--- config.mk ---
export PLATFORM = sky130hd
export DESIGN_NAME = sub_arbiter
export DESIGN_NICKNAME = d
export VERILOG_FILES = /design/src/rtl/sub_arbiter.sv
export SDC_FILE = /design/constraint.sdc
export NUM_CORES = 1
export LEC_CHECK = 0
export CORE_UTILIZATION = 29
export CTS_BUF_LIST = sky130_fd_sc_hd__clkbuf_4
export DETAILED_ROUTE_END_ITERATION = 10
export DONT_BUFFER_PORTS = 1
export HOLD_SLACK_MARGIN = 0.08
export PLACE_DENSITY = 0.48
export SYNTH_ARGS = -nofsm -noshare
export SYNTH_HDL_FRONTEND = slang
export SYNTH_SLANG_ARGS = --single-unit
--- constraint.sdc ---
create_clock -name clk -period 2.4 [get_ports clk]
set_input_delay 0.36 -clock clk [delete_from_list [all_inputs] [get_ports clk]]
set_output_delay 0.36 -clock clk [all_outputs]
set_load 0.03 [all_outputs]
--- src/rtl/sub_arbiter.sv ---
// Round-robin arbiter sharing one magnitude subtractor between two requesters.
// Each operation takes three cycles: grant/capture, subtract, done.
module sub_arbiter #(
    parameter int DATA_W = 4
) (
    input  logic              clk,
    input  logic              rst_n,
    input  logic              req0,
    input  logic [DATA_W-1:0] a0,
    input  logic [DATA_W-1:0] b0,
    input  logic              req1,
    input  logic [DATA_W-1:0] a1,
    input  logic [DATA_W-1:0] b1,
    output logic              gnt0,
    output logic              gnt1,
    output logic              done0,
    output logic              done1,
    output logic [DATA_W-1:0] result,
    output logic              neg,
    output logic              busy
);

    typedef enum logic [1:0] {
        IDLE = 2'd0,
        CALC = 2'd1,
        DONE = 2'd2
    } state_t;

    state_t              state_q, state_d;
    logic                prio_q, prio_d;
    logic                owner_q, owner_d;
    logic [DATA_W-1:0]   op_a_q, op_a_d;
    logic [DATA_W-1:0]   op_b_q, op_b_d;
    logic [DATA_W-1:0]   result_q, result_d;
    logic                neg_q, neg_d;

    logic                any_req;
    logic                win;
    logic [DATA_W:0]     sub_res;

    // Returns {sign, |a - b|}; the sign is the borrow of a one-bit-wider signed subtract.
    function automatic logic [DATA_W:0] mag_sub(input logic [DATA_W-1:0] a,
                                                input logic [DATA_W-1:0] b);
        logic signed [DATA_W:0] diff;
        logic signed [DATA_W:0] absd;
        diff = $signed({1'b0, a}) - $signed({1'b0, b});
        absd = diff[DATA_W] ? -diff : diff;
        return {diff[DATA_W], absd[DATA_W-1:0]};
    endfunction

    assign any_req = req0 | req1;
    // Requester 1 wins when alone, or when both ask and priority points at it.
    assign win     = req1 & (~req0 | prio_q);
    assign sub_res = mag_sub(op_a_q, op_b_q);

    always_ff @(posedge clk or negedge rst_n) begin
        if (!rst_n) begin
            state_q  <= IDLE;
            prio_q   <= 1'b0;
            owner_q  <= 1'b0;
            op_a_q   <= '0;
            op_b_q   <= '0;
            result_q <= '0;
            neg_q    <= 1'b0;
        end else begin
            state_q  <= state_d;
            prio_q   <= prio_d;
            owner_q  <= owner_d;
            op_a_q   <= op_a_d;
            op_b_q   <= op_b_d;
            result_q <= result_d;
            neg_q    <= neg_d;
        end
    end

    always_comb begin
        state_d  = state_q;
        prio_d   = prio_q;
        owner_d  = owner_q;
        op_a_d   = op_a_q;
        op_b_d   = op_b_q;
        result_d = result_q;
        neg_d    = neg_q;
        case (state_q)
            IDLE: begin
                if (any_req) begin
                    state_d = CALC;
                    owner_d = win;
                    prio_d  = ~win;
                    op_a_d  = win ? a1 : a0;
                    op_b_d  = win ? b1 : b0;
                end
            end
            CALC: begin
                state_d  = DONE;
                neg_d    = sub_res[DATA_W];
                result_d = sub_res[DATA_W-1:0];
            end
            DONE:    state_d = IDLE;
            default: state_d = IDLE;
        endcase
    end

    always_comb begin
        gnt0   = (state_q == CALC) & ~owner_q;
        gnt1   = (state_q == CALC) &  owner_q;
        done0  = (state_q == DONE) & ~owner_q;
        done1  = (state_q == DONE) &  owner_q;
        busy   = (state_q != IDLE);
        result = result_q;
        neg    = neg_q;
    end

endmodule

==> results by group <==
Timing
  • Minimum clock period: ~2 ns
  • Setup tns final: 0 ns
  • Rel. slew slack: 0.487
  • Period utilization: 0.837
  • Clk_skew: 0.00572 ns
  • Worst-Margin Slew: 0.766 ns
  • Achievable Freq: 498 MHz
  • Final Max Slew Viols: 0
  • Hold_ws: about 0.19 ns
  • Final hold vios: 0
  • RSZ-0062 raised after global routing: false
  • # setup viols final: 0
  • Final worst slack: 0.390 ns

Finish
  • Design area: 1010 um^2
  • Share of cells above drive strength 1: 0.0968
  • Post-layout nets: 120
  • Commonest non-fill, non-tap cells in the layout: inv_1 (17), dfrtp_1 (17), nand2_1 (8), a222oi_1 (8)
  • Ant diodes: 0
  • Area delta synth->final: 9.99%

Place
  • Detailed placer's ending HPWL: 1350 um
  • IO Port Bufs: 0
  • Global placement routability congestion: 0.720
  • Place WS: 0.424 ns
  • Cell Area, Placed: 966 um^2

Die
  • IO Pins: 30
  • Starting Density: 0.302
  • Die Height: around 58 um
  • Core box area: approximately 3000 um^2
  • Chip width: 58.2 um
  • Std-Cell Rows: 20
  • Die area: 3380 um^2

Detailed routing
  • Final wirelength: ~1800 um
  • DRC: 0
  • Drt pass-1 iters: 4
  • Drt first-iter violations: 43
  • ANT nets after route: 0
  • Drt wl/cell: between 10 and 15 um
  • Number of vias per cell: about 4.7
  • DR vias: 650

Clock network
  • CTS-repair resized insts: 0
  • Clk_lat worst skew: around 0.29 ns
  • Num CTS Buffers: 3
  • Maximum root-to-sink buffer count: 2
  • H-Tree Depth: 1
  • Clk root buf: clkbuf_4
  • CTS tree: yes
  • Sink Count: 17
  • Worst-path clk slew: 0.10 ns

Yosys
  • Seq/Total Area, Yosys: 0.465
  • EDFF count, synth: 0
  • Async SR Flop Fraction: 1.00
  • Top area cells in the synthesized netlist: dfrtp_1 (47%), a222oi_1 (8.8%), inv_1 (7.0%)
  • FF+latch count, synth: 17
  • Mux share of post-synthesis cell area: 0.0109
  • Post-synthesis cell count: 90
  • Ys flop type: dfrtp_1
  • Compound-Gate Fraction of Synth Area: 0.187
  • Synth warn: 0
  • Mapped Area: 915 um^2
  • Cell taking the most area after synthesis: dfrtp_1
  • Synthesized area per cell: 10.2 um^2
  • Adder-Cell Fraction of Synth Area: 0.0903
  • Synth cell types: 28
  • Syn nets: 116
  • Synth Area in XOR/XNOR: 0.0192
  • Synth Area in Simple Gates: 0.137
  • Combinational family with the most area after synthesis: compound AO/OA/AOI/OAI gates
  • Area share of the largest cell type after synthesis: 0.465

Setup path
  • Most used cell, CP: inv_1
  • Slowest cell delay on critical path: 0.40 ns
  • CP Class: flip-flop to flip-flop
  • Critical path's slowest cell: dfrtp_1
  • CP Max Fanout: 3
  • Worst-path cell chain: inv_1 > ha_1 > inv_1 > fa_1 > a21o_1 > a221o_1 > a211oi_2 > nand3b_1
  • Req. time, crit path: about 2.6 ns
  • CP arrival: 2.24 ns
  • Worst path top cell family by delay: compound AO/OA/AOI/OAI gates
  • Critical path launch point type: flip-flop
  • Critical path endpoint category: flip-flop
  • Critical path buffers and inverters: 2

Global route
  • Number of global-route vias before repair: 635
  • Initial antenna violation count: 0
  • Largest net degree at the start of global routing: 18
  • Grt total ovfl: 0
  • First-pass GRT wire length: between 2000 and 3000 um
  • Total track usage: 0.116

Pwr
  • IR drop worst, VDD: 0.653 mV
  • Sw power: approximately 840 uW
  • Pwr dens: 1770 nW/um^2
  • LEAKAGE: 0.000527 uW
  • Pint: 940 uW
  • Combinational share of power: 0.561
  • Clock share of power: 0.094
  • Net Sw Frac: 0.472
  • Sequential Power Share: 0.345

Flow run
  • Max cap viols: 0

Min path
  • Worst Hold Class: primary input to flip-flop

Status
  • Run status: complete, no violations
cell type report:
cell class	instances	area (um^2)
fillers	325	2020
flip-flops and latches	17	425
multi-input cells	52	407
inverters	17	63.8
well taps	44	55.1
clock buffers	4	30.0
repair buffers	3	25.0
state kept, by name, indices dropped and copies added (netlist names):
register and flops:
neg 1, owner_q 1, op_a_q 4, prio_q 1, op_b_q 4, result 4, state_q 2
synthesized netlist by cell type (2+ instances only):
| cell | number |
|---|---|
| nand2b_1 | 2 |
| o21ai_0 | 5 |
| a21o_1 | 3 |
| ha_1 | 5 |
| and3_1 | 2 |
| inv_1 | 17 |
| a222oi_1 | 8 |
| nor2_1 | 2 |
| and3b_1 | 2 |
| buf_2 | 3 |
| dfrtp_1 | 17 |
| nand2_1 | 8 |
cell families after synthesis:
logic type	after synthesis
compound gates	21
mux	1
flops	17
simple gates	22
fa+ha+maj	6
xor+xnor	2
buf+inv	21
stage by stage:
stage           util  power [uW]  instances
2_1_floorplan      -        1430         90
3_3_place_gp   0.319        1590        132
3_5_place_dp   0.319        1620        132
4_1_cts        0.332        1800        137
5_1_grt        0.332        1940        137
6_report       0.332        1780        137
timing repair:
action,in CTS,in global routing
buffers inserted,0,0
endpoints found under the hold margin,17,0
hold buffers,1,0
per-layer routing:
layer | vias to the layer above | wire, um | global-route usage
met2 | 22 | 811 | 0.217
met5 | - | 0 | 0
met3 | 0 | 84 | 0.0446
met1 | 305 | 894 | 0.127
li1 | 323 | - | -
met4 | 0 | 0 | 0.0102
power groups by stage:
stage / Combinational (uW) / Sequential (uW) / Clock (uW)
2_1_floorplan: 838 / 590 / 0
3_3_place_gp: 974 / 615 / 0
3_5_place_dp: 1000 / 619 / 0
4_1_cts: 1020 / 615 / 172
5_1_grt: 1110 / 636 / 192
6_report: 999 / 615 / 168
worst paths after layout:
kind,start,to,slack (ns),depth (start not counted)
min,b1[1],op_b_q[1],0.19,2
min in group asynchronous,rst_n,op_a_q[1],0.57,1
min reg2reg,prio_q,prio_q,0.51,1
max in group asynchronous,rst_n,state_q[0],1.35,1
max reg2reg,op_a_q[0],result[3],0.39,8
max,op_a_q[0],result[3],0.39,8
(Power assumes the default switching activity.)
